### config.mk
export PLATFORM = sky130hd
export DESIGN_NAME = trajectory_engine
export DESIGN_NICKNAME = d
export VERILOG_FILES = /design/src/rtl/trajectory_engine.sv
export SDC_FILE = /design/constraint.sdc
export NUM_CORES = 1
export LEC_CHECK = 0
export ABC_CLOCK_PERIOD_IN_PS = 7070
export BUFFER_PORTS_ARGS = -buffer_cell sky130_fd_sc_hd__buf_2
export CELL_PAD_IN_SITES_DETAIL_PLACEMENT = 1
export CELL_PAD_IN_SITES_GLOBAL_PLACEMENT = 1
export CORE_MARGIN = 2
export CORE_UTILIZATION = 47
export DETAILED_ROUTE_END_ITERATION = 6
export PLACE_DENSITY_LB_ADDON = 0.1
export SLEW_MARGIN = 15
export SYNTH_ARGS = -nofsm -noshare
export SYNTH_HDL_FRONTEND = slang
export SYNTH_SLANG_ARGS = --single-unit
### constraint.sdc
create_clock -name clk -period 7.07 [get_ports clk]
set_clock_uncertainty 0.05 [all_clocks]
set_input_delay 1.414 -clock clk [delete_from_list [all_inputs] [get_ports clk]]
set_output_delay 1.414 -clock clk [all_outputs]
set_load 0.05 [all_outputs]
### src/rtl/trajectory_engine.sv
// Projectile trajectory stepper: launches from (x_pos,0), bounces off the side
// walls, optionally decelerates under gravity, and reports the first target hit.
module trajectory_engine #(
  parameter int W         = 5,
  parameter int XMAX      = 2**W - 1,
  parameter int YMAX      = 2**W - 1,
  parameter int MAX_STEPS = 64
) (
  input  logic                         clk,
  input  logic                         rst,
  input  logic [W-1:0]                 x_pos,
  input  logic [W-1:0]                 rise_in,
  input  logic [W-1:0]                 run_in,
  input  logic                         direction_in,
  input  logic                         grav_en,
  input  logic                         shoot,
  input  logic [W-1:0]                 target_x,
  input  logic [W-1:0]                 target_y,
  output logic                         busy,
  output logic                         result_valid,
  output logic                         hit,
  output logic [$clog2(MAX_STEPS)-1:0] hit_step,
  output logic [W-1:0]                 positionx,
  output logic [W-1:0]                 positiony
);

  localparam int SW = $clog2(MAX_STEPS);
  localparam logic [W-1:0]          XMAX_W    = W'(XMAX);
  localparam logic [W+1:0]          XMAX2     = (W+2)'(2 * XMAX);
  localparam logic signed [W+1:0]   YMAX_S    = (W+2)'(YMAX);
  localparam logic signed [W:0]     VY_MIN    = {1'b1, {W{1'b0}}};
  localparam logic signed [W:0]     VY_ONE    = (W+1)'(1);
  localparam logic [SW-1:0]         STEP_LAST = SW'(MAX_STEPS - 1);

  typedef enum logic [1:0] {IDLE, FLY, DONE} state_t;

  state_t                state, state_nxt;
  logic [W-1:0]          x, y, run;
  logic signed [W:0]     vy;
  logic                  dir, grav;
  logic [SW-1:0]         step;

  logic [W:0]            sum_r;
  logic [W-1:0]          x_nxt;
  logic                  dir_nxt;
  logic signed [W+1:0]   y_sum;
  logic                  end_flight;
  logic                  target_match;

  function automatic logic signed [W:0] vy_dec(input logic signed [W:0] v);
    if (v == VY_MIN) return v;
    return v - VY_ONE;
  endfunction

  function automatic logic [W-1:0] run_clip(input logic [W-1:0] r);
    return (r > XMAX_W) ? XMAX_W : r;
  endfunction

  // Next-step geometry: reflect off a wall only when the step overshoots it
  always_comb begin
    sum_r   = {1'b0, x} + {1'b0, run};
    x_nxt   = x;
    dir_nxt = dir;
    if (dir) begin
      if (sum_r > {1'b0, XMAX_W}) begin
        x_nxt   = W'(XMAX2 - {1'b0, sum_r});
        dir_nxt = 1'b0;
      end else begin
        x_nxt = sum_r[W-1:0];
      end
    end else begin
      if (run > x) begin
        x_nxt   = run - x;
        dir_nxt = 1'b1;
      end else begin
        x_nxt = x - run;
      end
    end
    y_sum        = $signed({2'b00, y}) + $signed({vy[W], vy});
    end_flight   = (y_sum < 0) || (y_sum > YMAX_S) || (step == STEP_LAST);
    target_match = (x == target_x) && (y == target_y);
  end

  always_ff @(posedge clk or negedge rst) begin
    if (!rst) state <= IDLE;
    else      state <= state_nxt;
  end

  always_comb begin
    state_nxt    = state;
    busy         = 1'b0;
    result_valid = 1'b0;
    case (state)
      IDLE: if (shoot) state_nxt = FLY;
      FLY: begin
        busy = 1'b1;
        if (end_flight) state_nxt = DONE;
      end
      DONE: begin
        busy         = 1'b1;
        result_valid = 1'b1;
        state_nxt    = IDLE;
      end
      default: state_nxt = IDLE;
    endcase
  end

  always_ff @(posedge clk or negedge rst) begin
    if (!rst) begin
      x        <= '0;
      y        <= '0;
      vy       <= '0;
      run      <= '0;
      dir      <= 1'b0;
      grav     <= 1'b0;
      step     <= '0;
      hit      <= 1'b0;
      hit_step <= '0;
    end else begin
      case (state)
        IDLE: if (shoot) begin
          x        <= x_pos;
          y        <= '0;
          vy       <= $signed({1'b0, rise_in});
          run      <= run_clip(run_in);
          dir      <= direction_in;
          grav     <= grav_en;
          step     <= '0;
          hit      <= 1'b0;
          hit_step <= '0;
        end
        FLY: begin
          if (target_match && !hit) begin
            hit      <= 1'b1;
            hit_step <= step;
          end
          // The terminating cycle freezes position so the result shows the last in-bounds point
          if (!end_flight) begin
            x    <= x_nxt;
            y    <= y_sum[W-1:0];
            vy   <= grav ? vy_dec(vy) : vy;
            dir  <= dir_nxt;
            step <= step + SW'(1);
          end
        end
        default: ;
      endcase
    end
  end

  assign positionx = x;
  assign positiony = y;

endmodule

* Word-level counts from Yosys, hierarchy flattened
Cells that the tools add are included.
Storage, ports and cells: bits in registers 38, bits in latches 0, memory bits (writable) 0, bits in read-only memories 0, bits of input ports 30, logic and storage cells 84, memories kept 0
Operators by class: add/subtract/negate cells 7, $mul 0, divide/modulo/power cells 0, $lt $le $gt $ge 5, equal/unequal tests 12, shifts and indexed selects 0, mux-type cells 37, bitwise logic cells 0, reductions and logical operators 13
Operators with widths (number):
- 6-bit two-way mux | 7
- 5-bit two-way mux | 8
- 6-bit one-hot mux with 2 select lines | 3
- 5-bit one-hot mux with 2 select lines | 2
- 6-bit == test, second input constant | 2
- 1-bit two-way mux | 12
- 5-bit == test | 2
- 2-bit != test, second input constant | 5
- 5-bit subtractor | 2
- 6-bit by 6-bit adder with 7-bit output | 1
- 7-bit by 6-bit greater-than comparator with 1-bit output, second input constant | 1
- 7-bit by 1-bit less-than comparator with 1-bit output, second input constant | 1
- 5-bit by 5-bit adder with 6-bit output | 1
- 6-bit by 1-bit adder with 6-bit output, second input constant | 1
- 6-bit by 5-bit greater-than comparator with 1-bit output, second input constant | 1
- 3-bit AND reduction | 2
- 6-bit by 2-bit subtractor with 6-bit output, second input constant | 1
- 5-bit greater-than comparator | 1
- 5-bit greater-than comparator, second input constant | 1
- 5-bit AND reduction | 1
- 5-bit subtractor, first input constant | 1
- 2-bit two-way mux | 2
- 1-bit one-hot mux with 2 select lines | 2
- 2-bit one-hot mux with 2 select lines | 1
- 10 further kinds | 13

* Logic depth before layout (Yosys ltp)
depth after elaboration 10, depth in mapped cells 10

* Worst setup path before layout
OpenSTA, ideal clock, no wires.
path kind input -> register, start point input target_y[3], end point register hit, setup time 125 ps, data arrival time 2666 ps, required time 6895 ps, path slack 4229 ps, stages on the path 6, path buffers 0, cells stage by stage xor2_1 > nor4_1 > nand4_1 > nor4_1 > o21ai_1 > mux2_2
On the way: longest elaborated chain between the ends 5
RTL lines:
- from (decl) | line 18 | input logic [W-1:0] target_y,
- 5-bit == test | line 81 | target_match = (x == target_x) && (y == target_y);
- 1-bit logical AND | line 81
- 1-bit logical AND | line 133 | if (target_match && !hit) begin
- 2-bit != test (no source line)
- 3-bit AND reduction (no source line)
- to (signal assigned) | line 117 | hit <= 1'b0;
- to (signal assigned) | line 129 | hit <= 1'b0;
- to (signal assigned) | line 134 | hit <= 1'b1;
- to (decl) | line 21 | output logic hit,
No other way between the ends. A chain may end at the register's enable or synchronous reset.

* Worst setup path after layout
Ends and elaborated chain as after synthesis.

==> out/results.txt <==
Worst EP required -> 7.21 ns
Slew Limit Headroom -> 0.383
ys flop type -> dfrtp_1
post-synthesis cell count -> 346
Net Count, Synth -> 406
Final Cycle Share -> 0.412
core area -> 6350 um^2
Antenna Nets Post-Route -> 0
status -> complete, no violations
Final Critical Period -> 2.91 ns
largest net degree at the start of global routing -> 39
Hold WC Path Type -> flop to flop
setup bufs post-CTS -> 0
Max FO, Critical Path -> 7
first drt pass iteration count -> 4
Die H -> 85.1 um
synthesis-stage register bit count -> 38
Hold Path Depth -> 1
WL per Instance -> 18.9 um
dpl cells -> 459
CTS buffer count -> 5
Antenna diodes -> 0
Max Cap Viol -> 0
layout cells sized above 1 -> 0.182
Total GRT Usage -> 0.261
Hold Buf Count CTS -> 0
via count -> 2805
fraction of registers with async set/reset -> 1.00
WL final -> 8830 um
unrepaired setup endpoints after global routing -> no
Post-synth EDFFs -> 0
Crit Reg-Reg Endpoint -> positionx[2]
# setup viols final -> 0
Slew @ Worst Pin -> 0.925 ns
vias per cell -> 6.01
Initial Util -> 0.487
Clock transition at path regs -> 0.08 ns
die width -> 85.1 um
clk_lat worst skew -> 0.30 ns
Fmax -> 343 MHz
final instance count without filler cells -> 467
crit path DAT -> 3.05 ns
most frequent cells in the layout -> 48 x buf_2, 38 x nand2_1, 38 x dfrtp_1
Hold Crit Endpoint -> hit_step[4]
synthesized area -> 3090 um^2
Final Slew Violations -> 0
Hold Crit Start -> hit_step[4]
CP endpoint kind -> flop
initial antenna violation count -> 0
vias in the first global route -> 2858
share of the yosys chip area belonging to registers -> 0.308
critical path class -> primary input to flop
Root Driver -> clkbuf_8
clk sinks -> 38
initial DRC count -> 113
total gr overflow -> 0
setup slack, reg-to-reg -> 4.22 ns
CP startpoint kind -> primary input
NumNets Final -> 449
post-CTS sizing -> 0
worst reg2reg path depth -> 9
Yosys Warn Count -> 0
commonest non-fill, non-tap cell in the layout -> buf_2
Distinct cells, synth -> 68
num ports -> 49
syn_area_per_cell -> 8.93 um^2
Die ar. -> 7240 um^2
# DRC -> 0
FP Rows -> 29
Post-DP HPWL -> 6710 um
Clock Tree Buf Depth -> 2
Final GP Congestion -> 0.876
# port buffers -> 48
Fin. Hold Viols -> 0
CTS tree -> yes
setup TNS -> 0 ns
Area growth, synth to finish -> 13.8%
first-pass GRT wire length -> 15000 um
reg-to-reg critical path startpoint -> vy[0]
depth of the CTS H-tree -> 2
-- how the worst max path moves through the flow --
stage	start	slack (ns)	to
after floorplan	target_y[3]	4.23	hit
after global placement	target_y[3]	3.86	hit_step[4]
after detailed placement	target_y[3]	3.82	hit
after CTS	target_y[3]	4.12	hit
after global routing	target_y[3]	3.97	hit
final	target_y[3]	4.16	hit
-- cell type report --
class | instances | area (um^2)
sequential | 38 | 951
clock buffer | 5 | 68.8
multi-input combinational | 268 | 1980
clock inverter | 3 | 68.8
inverter | 27 | 101
tap | 77 | 96.3
fill | 774 | 2840
timing repair buffer | 49 | 248
-- cells in the mapped netlist, types with 3 or more instances --
| master | n | area share |
|---|---|---|
| a211oi_1 | 3 | 0.0073 |
| a21o_1 | 6 | 0.015 |
| a21oi_1 | 15 | 0.024 |
| a22o_1 | 3 | 0.0085 |
| a311oi_1 | 5 | 0.014 |
| and2_1 | 4 | 0.0081 |
| and3_1 | 8 | 0.016 |
| buf_2 | 3 | 0.0049 |
| clkbuf_1 | 7 | 0.0085 |
| dfrtp_1 | 38 | 0.31 |
| fa_1 | 4 | 0.026 |
| ha_1 | 26 | 0.11 |
| inv_1 | 27 | 0.033 |
| mux2i_1 | 8 | 0.026 |
| nand2_1 | 38 | 0.046 |
| nand3_1 | 7 | 0.011 |
| nor2_1 | 18 | 0.022 |
| nor2b_1 | 6 | 0.012 |
| nor3_1 | 8 | 0.013 |
| o211ai_1 | 4 | 0.0097 |
| o21a_1 | 5 | 0.012 |
| o21ai_0 | 16 | 0.026 |
| o31ai_1 | 5 | 0.012 |
| o32ai_1 | 3 | 0.0085 |
| or2_2 | 3 | 0.0061 |
| or3_1 | 3 | 0.0061 |
| xnor2_1 | 12 | 0.034 |
| xor2_1 | 8 | 0.023 |
-- sequential cells by signal (all words and copies together) (netlist names) --
register   cells
positionx      5
positiony      5
hit            1
hit_step       6
step           6
dir            1
run            5
vy             6
state          2
grav           1
-- critical path: stages --
cell     delay (ns)
buf_2          0.10
xor2_1         0.15
nor4_1         0.29
nand4_1        0.19
nor4_1         0.20
o21ai_1        0.31
mux2_2         0.39
-- per-layer routing --
| layer | share of wire | up-vias | track usage |
|---|---|---|---|
| li1 | - | 1335 | - |
| met1 | 0.45 | 1364 | 0.358 |
| met2 | 0.47 | 92 | 0.423 |
| met3 | 0.070 | 14 | 0.0516 |
| met4 | 0.017 | 0 | 0.0678 |
| met5 | 0 | - | 0 |
-- stage by stage --
stage	area (um^2)	utilization	hold WS (ns)	setup WS (ns)
after floorplan	3090	-	0.425	4.23
after global placement	3380	0.532	0.436	3.86
after detailed placement	3380	0.532	0.439	3.82
after CTS	3510	0.553	0.459	4.12
after global routing	3510	0.553	0.465	3.97
final	3510	0.553	0.453	4.16
-- cells by family after synthesis --
group,Yosys count,share of synthesized area
AO/OA/AOI/OAI,92,0.222
XOR/XNOR,20,0.0567
adder cells (fa/ha/maj),30,0.131
buffers and inverters,40,0.0510
flip-flops,38,0.308
multiplexers,11,0.0369
AND/OR/NAND/NOR,115,0.194
Power is left out: the tool's default activity adds up to more than one toggle a clock period on the data nets, which glitch-free logic cannot reach.
